### src/rtl/branch_resolve_unit.sv
`default_nettype none
// ============================================================================
// Module      : branch_resolve_unit
// Description : Resolve-side partner of the IF/ID branch predictor. Compares
//               the branch outcome computed in ID with the prediction carried
//               down from IF, raises the mispredict flush with the redirect
//               PC, and queues one training record per resolved branch in a
//               small FIFO that drains to the BHT/BTB write port over a
//               valid/ready handshake.
// Ports       : clk, rst (async, active-low)
//               ID side    : data_stall, br_valid_ID, taken_ID, target_ID,
//                            PC_ID, pred_jmp_ID, hit_ID, pred_target_ID
//               Flush      : fail, redirect_PC (combinational)
//               Update FIFO: upd_valid/upd_ready handshake, upd_PC,
//                            upd_taken, upd_target, upd_alloc, upd_drop,
//                            fifo_level
//               Statistics : stat_br, stat_miss, stat_drop
// Options     : BRU_STATS_EN - when defined, stat_* are live 32-bit
//               counters; otherwise they are tied to zero.
// Revision    : 1.0 - initial release
// ============================================================================
module branch_resolve_unit #(
  parameter int FIFO_DEPTH = 4,
  parameter int FIFO_AW    = 2
) (
  input  logic                 clk,
  input  logic                 rst,
  input  logic                 data_stall,
  input  logic                 br_valid_ID,
  input  logic                 taken_ID,
  input  logic [31:0]          target_ID,
  input  logic [31:0]          PC_ID,
  input  logic                 pred_jmp_ID,
  input  logic                 hit_ID,
  input  logic [31:0]          pred_target_ID,
  output logic                 fail,
  output logic [31:0]          redirect_PC,
  output logic                 upd_valid,
  input  logic                 upd_ready,
  output logic [31:0]          upd_PC,
  output logic                 upd_taken,
  output logic [31:0]          upd_target,
  output logic                 upd_alloc,
  output logic                 upd_drop,
  output logic [FIFO_AW:0]     fifo_level,
  output logic [31:0]          stat_br,
  output logic [31:0]          stat_miss,
  output logic [31:0]          stat_drop
);

  localparam logic [FIFO_AW:0]   C_DEPTH   = (FIFO_AW+1)'(FIFO_DEPTH);
  localparam logic [FIFO_AW-1:0] C_PTR_ONE = FIFO_AW'(1);

  typedef struct packed {
    logic [31:0] pc;
    logic        taken;
    logic [31:0] target;
    logic        alloc;
  } entry_t;

  // --------------------------------------------------------------------------
  // Resolve / mispredict detection
  // --------------------------------------------------------------------------
  logic   res;
  logic   act_taken;
  logic   dir_miss;
  logic   tgt_miss;
  entry_t new_entry;

  always_comb begin
    res       = br_valid_ID & ~data_stall;
    act_taken = br_valid_ID & taken_ID;
    dir_miss  = pred_jmp_ID ^ act_taken;
    // A BTB miss on a predicted-taken branch means IF had no real target.
    tgt_miss  = act_taken & pred_jmp_ID & (~hit_ID | (pred_target_ID != target_ID));
    fail      = ~data_stall & (dir_miss | tgt_miss);
    redirect_PC = 32'd0;
    if (fail) begin
      redirect_PC = act_taken ? target_ID : (PC_ID + 32'd4);
    end
    new_entry.pc     = PC_ID;
    new_entry.taken  = taken_ID;
    new_entry.target = target_ID;
    new_entry.alloc  = taken_ID & (~hit_ID | tgt_miss);
  end

  // --------------------------------------------------------------------------
  // Update FIFO
  // --------------------------------------------------------------------------
  entry_t               mem_q [FIFO_DEPTH];
  logic [FIFO_AW-1:0]   wr_ptr_q, wr_ptr_d;
  logic [FIFO_AW-1:0]   rd_ptr_q, rd_ptr_d;
  logic [FIFO_AW:0]     level_q, level_d;
  logic                 drop_q, drop_d;
  logic                 full;
  logic                 pop;
  logic                 push_ok;

  always_comb begin
    full    = (level_q == C_DEPTH);
    pop     = upd_valid & upd_ready;
    // When full, a same-cycle pop frees the slot the push lands in.
    push_ok = res & (~full | pop);
    drop_d  = res & full & ~pop;
    wr_ptr_d = push_ok ? (wr_ptr_q + C_PTR_ONE) : wr_ptr_q;
    rd_ptr_d = pop     ? (rd_ptr_q + C_PTR_ONE) : rd_ptr_q;
    level_d  = level_q;
    if (push_ok && !pop) begin
      level_d = level_q + (FIFO_AW+1)'(1);
    end else if (!push_ok && pop) begin
      level_d = level_q - (FIFO_AW+1)'(1);
    end
  end

  always_ff @(posedge clk or negedge rst) begin
    if (!rst) begin
      wr_ptr_q <= '0;
      rd_ptr_q <= '0;
      level_q  <= '0;
      drop_q   <= 1'b0;
    end else begin
      wr_ptr_q <= wr_ptr_d;
      rd_ptr_q <= rd_ptr_d;
      level_q  <= level_d;
      drop_q   <= drop_d;
    end
  end

  // Storage needs no reset: an entry is only exposed once occupancy covers it.
  always_ff @(posedge clk) begin
    if (push_ok) begin
      mem_q[wr_ptr_q] <= new_entry;
    end
  end

  entry_t head;

  always_comb begin
    upd_valid  = (level_q != '0);
    // Zero the head fields when empty so reset/idle values are clean.
    head       = upd_valid ? mem_q[rd_ptr_q] : '0;
    upd_PC     = head.pc;
    upd_taken  = head.taken;
    upd_target = head.target;
    upd_alloc  = head.alloc;
    upd_drop   = drop_q;
    fifo_level = level_q;
  end

  // --------------------------------------------------------------------------
  // Optional statistics
  // --------------------------------------------------------------------------
`ifdef BRU_STATS_EN
  logic [31:0] stat_br_q, stat_miss_q, stat_drop_q;

  always_ff @(posedge clk or negedge rst) begin
    if (!rst) begin
      stat_br_q   <= '0;
      stat_miss_q <= '0;
      stat_drop_q <= '0;
    end else begin
      if (res)    stat_br_q   <= stat_br_q + 32'd1;
      if (fail)   stat_miss_q <= stat_miss_q + 32'd1;
      if (drop_d) stat_drop_q <= stat_drop_q + 32'd1;
    end
  end

  assign stat_br   = stat_br_q;
  assign stat_miss = stat_miss_q;
  assign stat_drop = stat_drop_q;
`else
  assign stat_br   = 32'd0;
  assign stat_miss = 32'd0;
  assign stat_drop = 32'd0;
`endif

endmodule
`default_nettype wire

### config.mk
export PLATFORM = sky130hd
export DESIGN_NAME = branch_resolve_unit
export DESIGN_NICKNAME = d
export VERILOG_FILES = /design/src/rtl/branch_resolve_unit.sv
export SDC_FILE = /design/constraint.sdc
export NUM_CORES = 1
export LEC_CHECK = 0
export ABC_AREA = 1
export BUFFER_PORTS_ARGS = -buffer_cell sky130_fd_sc_hd__buf_4
export CORE_UTILIZATION = 40
export DETAILED_ROUTE_END_ITERATION = 8
export HOLD_SLACK_MARGIN = 0.03
export SETUP_SLACK_MARGIN = 0.05
export SYNTH_ARGS = -nofsm -noshare
export SYNTH_HDL_FRONTEND = slang
export SYNTH_SLANG_ARGS = --single-unit
export TNS_END_PERCENT = 10
### constraint.sdc
create_clock -name clk -period 5.15 [get_ports clk]
set_clock_uncertainty 0.1 [all_clocks]
set_input_delay 1.03 -clock clk [delete_from_list [all_inputs] [get_ports clk]]
set_output_delay 1.03 -clock clk [all_outputs]
set_load 0.01 [all_outputs]
# == After elaboration in Yosys (flattened, before gate mapping) ==
# Memories as Yosys holds them, arrays and structs flattened.
# Cells that the tools add are included.
# totals
ff_bits,8
latch_bits,0
mem_bits_rw,264
romBits,0
input_bits,104
out_inout_bits,200
wordCells,44
mem_count,1
# op_classes
n_addsub,5
mul,0
div_mod_pow,0
order_cmp,0
n_eq_ne,2
shifts,0
mux,7
bitwise,19
reduce_logical,6
# mem_list
memory,depth,width,rd,rd_clocked_by_memory_dff,write_ports,line,rtl
mem_q,4,66,1,0,1,90,entry_t mem_q [FIFO_DEPTH];
# op_table
op,n
$mux W66,1
$mux W32,2
$add A32 B3 Y32 const B,1
$ne A32 B32 Y1,1
$and A1 B1 Y1,10
$mux W3,2
$add A2 B1 Y2 const B,2
$not A1 Y1,4
$or A1 B1 Y1,4
$add A3 B1 Y3 const B,1
$eq A3 B3 Y1 const B,1
$reduce_bool A3 Y1,1
$sub A3 B1 Y3 const B,1
$logic_and A1 B1 Y1,2
$logic_not A1 Y1,2
$mux W1,2
$reduce_bool A2 Y1,1
$xor A1 B1 Y1,1

# == Depth between registers and ports, before layout ==
# Gate-level depths: netlist of the first run.
# logic_depth
depth_word,8
mapped_depth,14
ltp_nobuf,13

# == Least setup slack after synthesis of the first run ==
# OpenSTA, ideal clock, no wires.
# synth_timing
path_type,input port to flip-flop
startpoint,in upd_ready
endpoint,mem mem_q[0][0] (netlist name) (enable)
setup_ps,491
arrival_time_ps,4059
required_ps,4559
setup_slack_ps,501
stages,4
n_path_buf,0
cell_sequence,inv_1 nand3_1 nand2_1 nor2_1
# synth_via
elab_chain_cells,5
# synth_rtl
item,line,rtl
start: declaration,39,"input logic upd_ready,"
$and A1 B1 Y1,101,pop = upd_valid & upd_ready;
$or A1 B1 Y1,103,push_ok = res & (~full | pop);
$and A1 B1 Y1,103,
$mux W1,131,if (push_ok) begin
$mux W1 (not written as such),132,mem_q[wr_ptr_q] <= new_entry;
end: declaration,90,
# No other way between the ends.

# == Worst setup path after layout of the first run ==
# layout_timing
startpoint,in PC_ID[2]
endpoint,out redirect_PC[20]
# layout_via
elab_chain_cells,3
# layout_rtl
item,line,rtl
start: declaration,32,"input logic [31:0] PC_ID,"
$add A32 B3 Y32,79,redirect_PC = act_taken ? target_ID : (PC_ID + 32'd4);
$mux W32,79,
$mux W32,78,if (fail) begin
end: declaration,37,"output logic [31:0] redirect_PC,"
# No other way between the ends.

==> results.yml, run 1 <==
worst_setup_path:
  required_ns: 4.02
  rr_worst_depth: 9
  r2r-end: "fifo_level[1]"
  cp-end-kind: "output port"
  worst_setup_path_start_kind: "input pin"
  rrSetupSlack_ns: 2.40
  arrival_ns: 2.96
  crit_type: "in2out"
  timing.rr.start: "fifo_level[0]"
  path_max_fanout: 8
global_routing:
  grt.overflow.total: 0
  grt_use_total_pct: 21.3
  grt_pass1_wl_um: 53700
  grt_max_degree: 83
  grt_pass1_vias: 8827
  antenna_found_initial: 1
cts:
  clock_latency_ns: 0.55
  postCtsHoldBufs: 0
  cts_tree: "yes"
  cts_root_buf: "clkbuf_16"
  numCtsBuffers: 30
  post_cts_resized: 0
  post_cts_buffers: 0
  cts.sinks: 272
  clk_pin_slew_ns: 0.06
  clockBufferDepth: 3
  htreeDepth: 1
floorplan:
  die_w_um: 183
  io-pin-count: 304
  num_rows: 66
  core_area_um2: 32500
  die_height_um: 183
  dieArea_um2: 33600
  start_util_pct: 40.5
sta:
  timing.slew.headroom_pct: 28.5
  fin_tns_setup_ns: 0
  final_hold_viol_count: 0
  rsz0062_at_grt: "no"
  setup_viol: 0
  finalCriticalPeriod_ns: 4.09
  worst_pin_slew_ns: 1.07
  slew_viol_final: 0
  period_share_pct: 79.5
  fmax_ghz: 0.244
yosys:
  netlist_area_um2: 13100
  synthFlopType: "edfxtp_1"
  synthAdderAreaFrac_pct: 0.818
  avgSynthCellArea_um2: 9.96
  synth-compound-area-share_pct: 9.05
  yosys.area_share.simple_pct: 16.5
  netlist_instances: 1320
  async_flop_share_pct: 2.94
  ys_ff_latch: 272
  synth_top_family_by_area: "simple AND/OR/NAND/NOR gates"
  ys_types: 36
  synthXorXnorAreaFrac_pct: 1.73
  synthMuxAreaShare_pct: 0.542
  ys_seq_area_share_pct: 61.8
  synth_edf_count: 264
  yosysWarnings: 0
cells_and_area:
  syn_to_final_growth_pct: 20.5
  fillers: 3011
  fin_cells: 1981
  fin_area_um2: 15800
  num-nets-final: 1627
  drive_gt1_share_pct: 18.8
  final_core_util_pct: 48.8
  diodes: 0
route:
  drt_iter0_drc: 775
  drtPass1Iterations: 5
  wl_per_cell_um: 18.4
  vias: 9682
  drt_wl_total_um: 36500
  drc_errors: 0
  drt-vias-per-instance: 4.89
  final_antenna_net_count: 0
job:
  drv_cap: 0
place:
  placed_area_um2: 14800
  port_buffers: 207
  routabilityCongestion: 0.863
  dp_hpwl_um: 23600
  dp_cells: 1925
power:
  vdd_drop_max_mv: 0.345
  p_leak_nw: 6.23
  power_density_nw_per_um2: 508
  p_total_mw: 8.05
outcome:
  status: "finished clean"
min_path:
  hold_class: "in2async"
kinds of logic (layout without fill, tap and decap cells):
family	Yosys count	in the layout
XOR/XNOR	26	26
buffers and inverters	232	356
flip-flops	272	272
multiplexers	7	7
adder cells (fa/ha/maj)	8	8
other	1	96
AO/OA/AOI/OAI	236	236
AND/OR/NAND/NOR	538	538
placed cells by master, fill, tap and decap left out, types with 3 or more instances in the layout:
cell,instances
inv_1,72
a21oi_1,73
nor3_1,9
edfxtp_1,264
o22ai_1,5
xnor2_1,13
nor2_4,5
clkbuf_16,31
conb_1,96
ha_1,7
nor2_2,3
o21ai_0,155
clkbuf_1,3
bufinv_16,4
nor2_1,338
nand3b_1,6
xor2_1,13
nand4_1,11
dfrtp_1,6
nand2_1,131
mux2i_1,6
clkinv_1,9
buf_4,221
clkinvlp_4,4
clkinv_2,7
nand3_1,26
registers in the layout, indices dropped and copies added (netlist names):
name	cells
fifo_level	3
mem_q	264
rd_ptr_q	2
upd_drop	1
wr_ptr_q	2
per-layer routing:
| layer | track usage, % | routed length (um) | vias to the layer above |
|---|---|---|---|
| li1 | - | - | 4656 |
| met1 | 28.8 | 15500 | 4542 |
| met2 | 35.6 | 17500 | 433 |
| met3 | 3.36 | 2750 | 49 |
| met4 | 5.70 | 747 | 2 |
| met5 | 0 | 12 | - |
per-stage QoR:
stage	hold WS [ns]	worst slack, ns
floorplan	0.478	0.501
global placement	0.452	1.12
detailed placement	0.459	1.11
CTS	0.175	1.09
global route	0.178	0.950
finish	0.187	1.06
layout make-up:
type                            instances  area (um^2)  share of cell area, %
Clock buffer                           34          787                   4.97
Tap cell                              442          553                   3.49
Sequential cell                       272         8130                   51.3
Multi-Input combinational cell        911         4160                   26.3
Clock inverter                         22          218                   1.37
Timing Repair Buffer                  223         1700                   10.7
Inverter                               77          293                   1.85
worst max-delay path by stage:
stage	from	endpoint	slack, ns	cells past startpoint
2_1_floorplan	upd_ready	mem_q[0][0]	0.50	4
3_3_place_gp	PC_ID[2]	redirect_PC[14]	1.12	9
3_5_place_dp	PC_ID[2]	redirect_PC[20]	1.11	10
4_1_cts	PC_ID[2]	redirect_PC[20]	1.09	10
5_1_grt	PC_ID[2]	redirect_PC[20]	0.95	10
6_report	PC_ID[2]	redirect_PC[20]	1.06	10
Yosys cell counts (2+ instances only):
cell type	number	share of area [%]
o21ai_1	2	0.076
inv_1	74	2.1
nand3_2	2	0.15
xor2_1	13	0.87
nand2_2	2	0.095
buf_2	13	0.49
xnor2_1	13	0.87
mux2i_1	6	0.46
o21ai_0	155	5.9
nand2_1	131	3.7
inv_2	2	0.057
nand3b_1	6	0.34
o22ai_1	5	0.24
dfrtp_1	8	1.5
nor2_1	342	9.8
nor3_1	9	0.34
nor2_2	3	0.14
edfxtp_1	264	60
buf_1	7	0.20
nand3_1	26	0.99
a21oi_1	73	2.8
nand4_1	11	0.52
ha_1	7	0.67
clkbuf_1	39	1.1
buf_4	96	5.5
critical path: stages:
cell,delay [ns]
buf_4,0.16
ha_1,0.22
nand3_2,0.18
nor3_4,0.29
nand3_1,0.26
o21ai_0,0.22
nand2_1,0.07
o22ai_1,0.26
nor2_1,0.10
buf_4,0.16
power by group:
part	total, mW	internal, mW	switching, mW
Sequential	2.75	2.69	0.0617
Combinational	3.14	1.18	1.96
Clock	2.16	1.29	0.864
Total	8.05	5.16	2.89
No activity file was read; power rests on OpenSTA's default activity.
==> run 2: changes to the inputs <==
==> constraint.sdc (replaced) <==
create_clock -name clk -period 3.5 [get_ports clk]
set_clock_uncertainty 0.1 [all_clocks]
set_input_delay 0.7 -clock clk [delete_from_list [all_inputs] [get_ports clk]]
set_output_delay 0.7 -clock clk [all_outputs]
set_load 0.01 [all_outputs]
==> results.yml, run 2 (synthesized netlist as in run 1, its figures left out) <==
outcome:
  status: "finished clean"
worst_setup_path:
  cp_slowest_cell: "dfrtp_4"
  critical_path.top_delay_family: "buffers and inverters"
  timing.rr.start: "fifo_level[0]"
  crit_top_cell: "nor2_1"
  arrival_ns: 2.42
  crit_type: "reg2out"
  required_ns: 2.70
  cp_num_buf_inv: 2
  max_stage_delay_ns: 0.44
  cp-end-kind: "output port"
  worst_setup_path_start_kind: "flop"
  path_max_fanout: 134
  crit_path_cell_trace: "buf_12 > nor2_1 > nor2_1 > o21ai_0 > a21oi_1 > buf_4"
  startpoint: "rd_ptr_q[0]"
cells_and_area:
  largest_reg_flops: 264
  drive_gt1_share_pct: 18.8
  num-nets-final: 1629
  largest-register: "mem_q"
  syn_to_final_growth_pct: 20.4
  final_cell_mix: "nor2_1 (338), edfxtp_1 (264), buf_4 (217)"
  fin_area_um2: 15800
  fillers: 3036
  final_core_util_pct: 48.8
  mostFrequentLayoutCell: "nor2_1"
route:
  wl_met2_um: 16900
  drt_wl_total_um: 35800
  highest_layer: "met5"
  drt_iter0_drc: 738
  drtPass1Iterations: 5
  drc_errors: 0
  vias: 9692
  final_antenna_net_count: 0
  wl_per_cell_um: 18.1
  drt-vias-per-instance: 4.89
  met1_length_um: 15600
  met3_length_um: 2420
global_routing:
  grt_pass1_wl_um: 53600
  grt.overflow.total: 0
  antenna_found_initial: 2
  grt_pass1_vias: 8844
  grt_max_degree: 135
  grt_use_total_pct: 21.3
power:
  power_density_nw_per_um2: 733
  vdd_drop_max_mv: 0.415
  p_leak_nw: 6.23
cts:
  cts_root_buf: "clkbuf_16"
  cts.sinks: 272
  clk_pin_slew_ns: 0.06
  htreeDepth: 1
  clock_latency_ns: 0.53
  cts_tree: "yes"
  clockBufferDepth: 3
  numCtsBuffers: 29
  post_cts_buffers: 0
place:
  dp_hpwl_um: 23100
  port_buffers: 207
  placed_area_um2: 14900
  routabilityCongestion: 0.854
min_path:
  hold_class: "in2reg"
  hp-start: "data_stall"
sta:
  final_hold_viol_count: 0
  timing.slew.headroom_pct: 36.8
  worst_pin_slew_ns: 0.949
  period_share_pct: 91.9
  finalCriticalPeriod_ns: 3.22
  slew_viol_final: 0
  fin_tns_setup_ns: 0
  fmax_ghz: 0.311
  rsz0062_at_grt: "no"
  setup_viol: 0
floorplan:
  num_rows: 66
  core_area_um2: 32500
  dieArea_um2: 33600
  start_util_pct: 40.5
  die_height_um: 183
  io-pin-count: 304
  die_w_um: 183
job:
  drv_cap: 0
==> run 2: cell count changes in the layout (fill, tap and decap cells not counted), moves of 2 or more <==
cell,change
clkinv_4,-2
clkbuf_16,-2
buf_12,+6
clkbuf_8,+3
bufinv_16,-3
clkinv_2,+2
clkinvlp_4,-2
clkinv_1,-5
buf_4,-4
clkbuf_1,+5
==> run 2: area by class of cell <==
class / count / area [um^2] / area share, %
multi-input combinational: 911 / 4160 / 26.3
clock buffer: 40 / 797 / 5.03
tap: 442 / 553 / 3.49
antenna: 1 / 2.50 / 0.0158
clock inverter: 14 / 100 / 0.632
timing repair buffer: 226 / 1800 / 11.4
inverter: 77 / 292 / 1.84
sequential: 272 / 8130 / 51.4
==> run 2: where the power goes <==
part	switching (mW)	internal (mW)	total (mW)
registers	0.0962	3.96	4.06
logic	2.89	1.78	4.67
clock network	1.22	1.66	2.88
total	4.21	7.40	11.6
==> run 2: path summary, 6_finish.rpt <==
kind / slack, ns / depth (start not counted) / endpoint
worst min register to register: 0.47 / 1 / fifo_level[0]
max in group asynchronous: 2.73 / 2 / rd_ptr_q[0]
worst max-delay path: 0.28 / 6 / upd_taken
min in group asynchronous: 0.42 / 2 / upd_drop
worst min-delay path: 0.24 / 2 / upd_drop
worst max register to register: 1.08 / 8 / fifo_level[1]
==> run 2: what timing repair did <==
item	CTS	global route
hold buffers	1	0
endpoints found under the hold margin	8	0
gates resized for setup	0	0
==> run 2: through the flow <==
stage          power (mW)  setup slack, ns  hold WS [ns]  std cells
4_1_cts              11.7            0.255         0.215       1982
3_5_place_dp         8.86            0.259         0.430       1927
5_1_grt              12.3            0.119         0.216       1983
6_report             11.6            0.284         0.235       1983
3_3_place_gp         8.82            0.314         0.427       1927
2_1_floorplan        6.76           -0.819         0.304       1415
==> run 2: metal layers <==
metal  vias to the layer above  global-route usage [%]
met2                       386                    34.8
met1                      4601                    29.3
met5                         -                       0
li1                       4656                       -
met4                         2                    5.50
met3                        47                    3.67
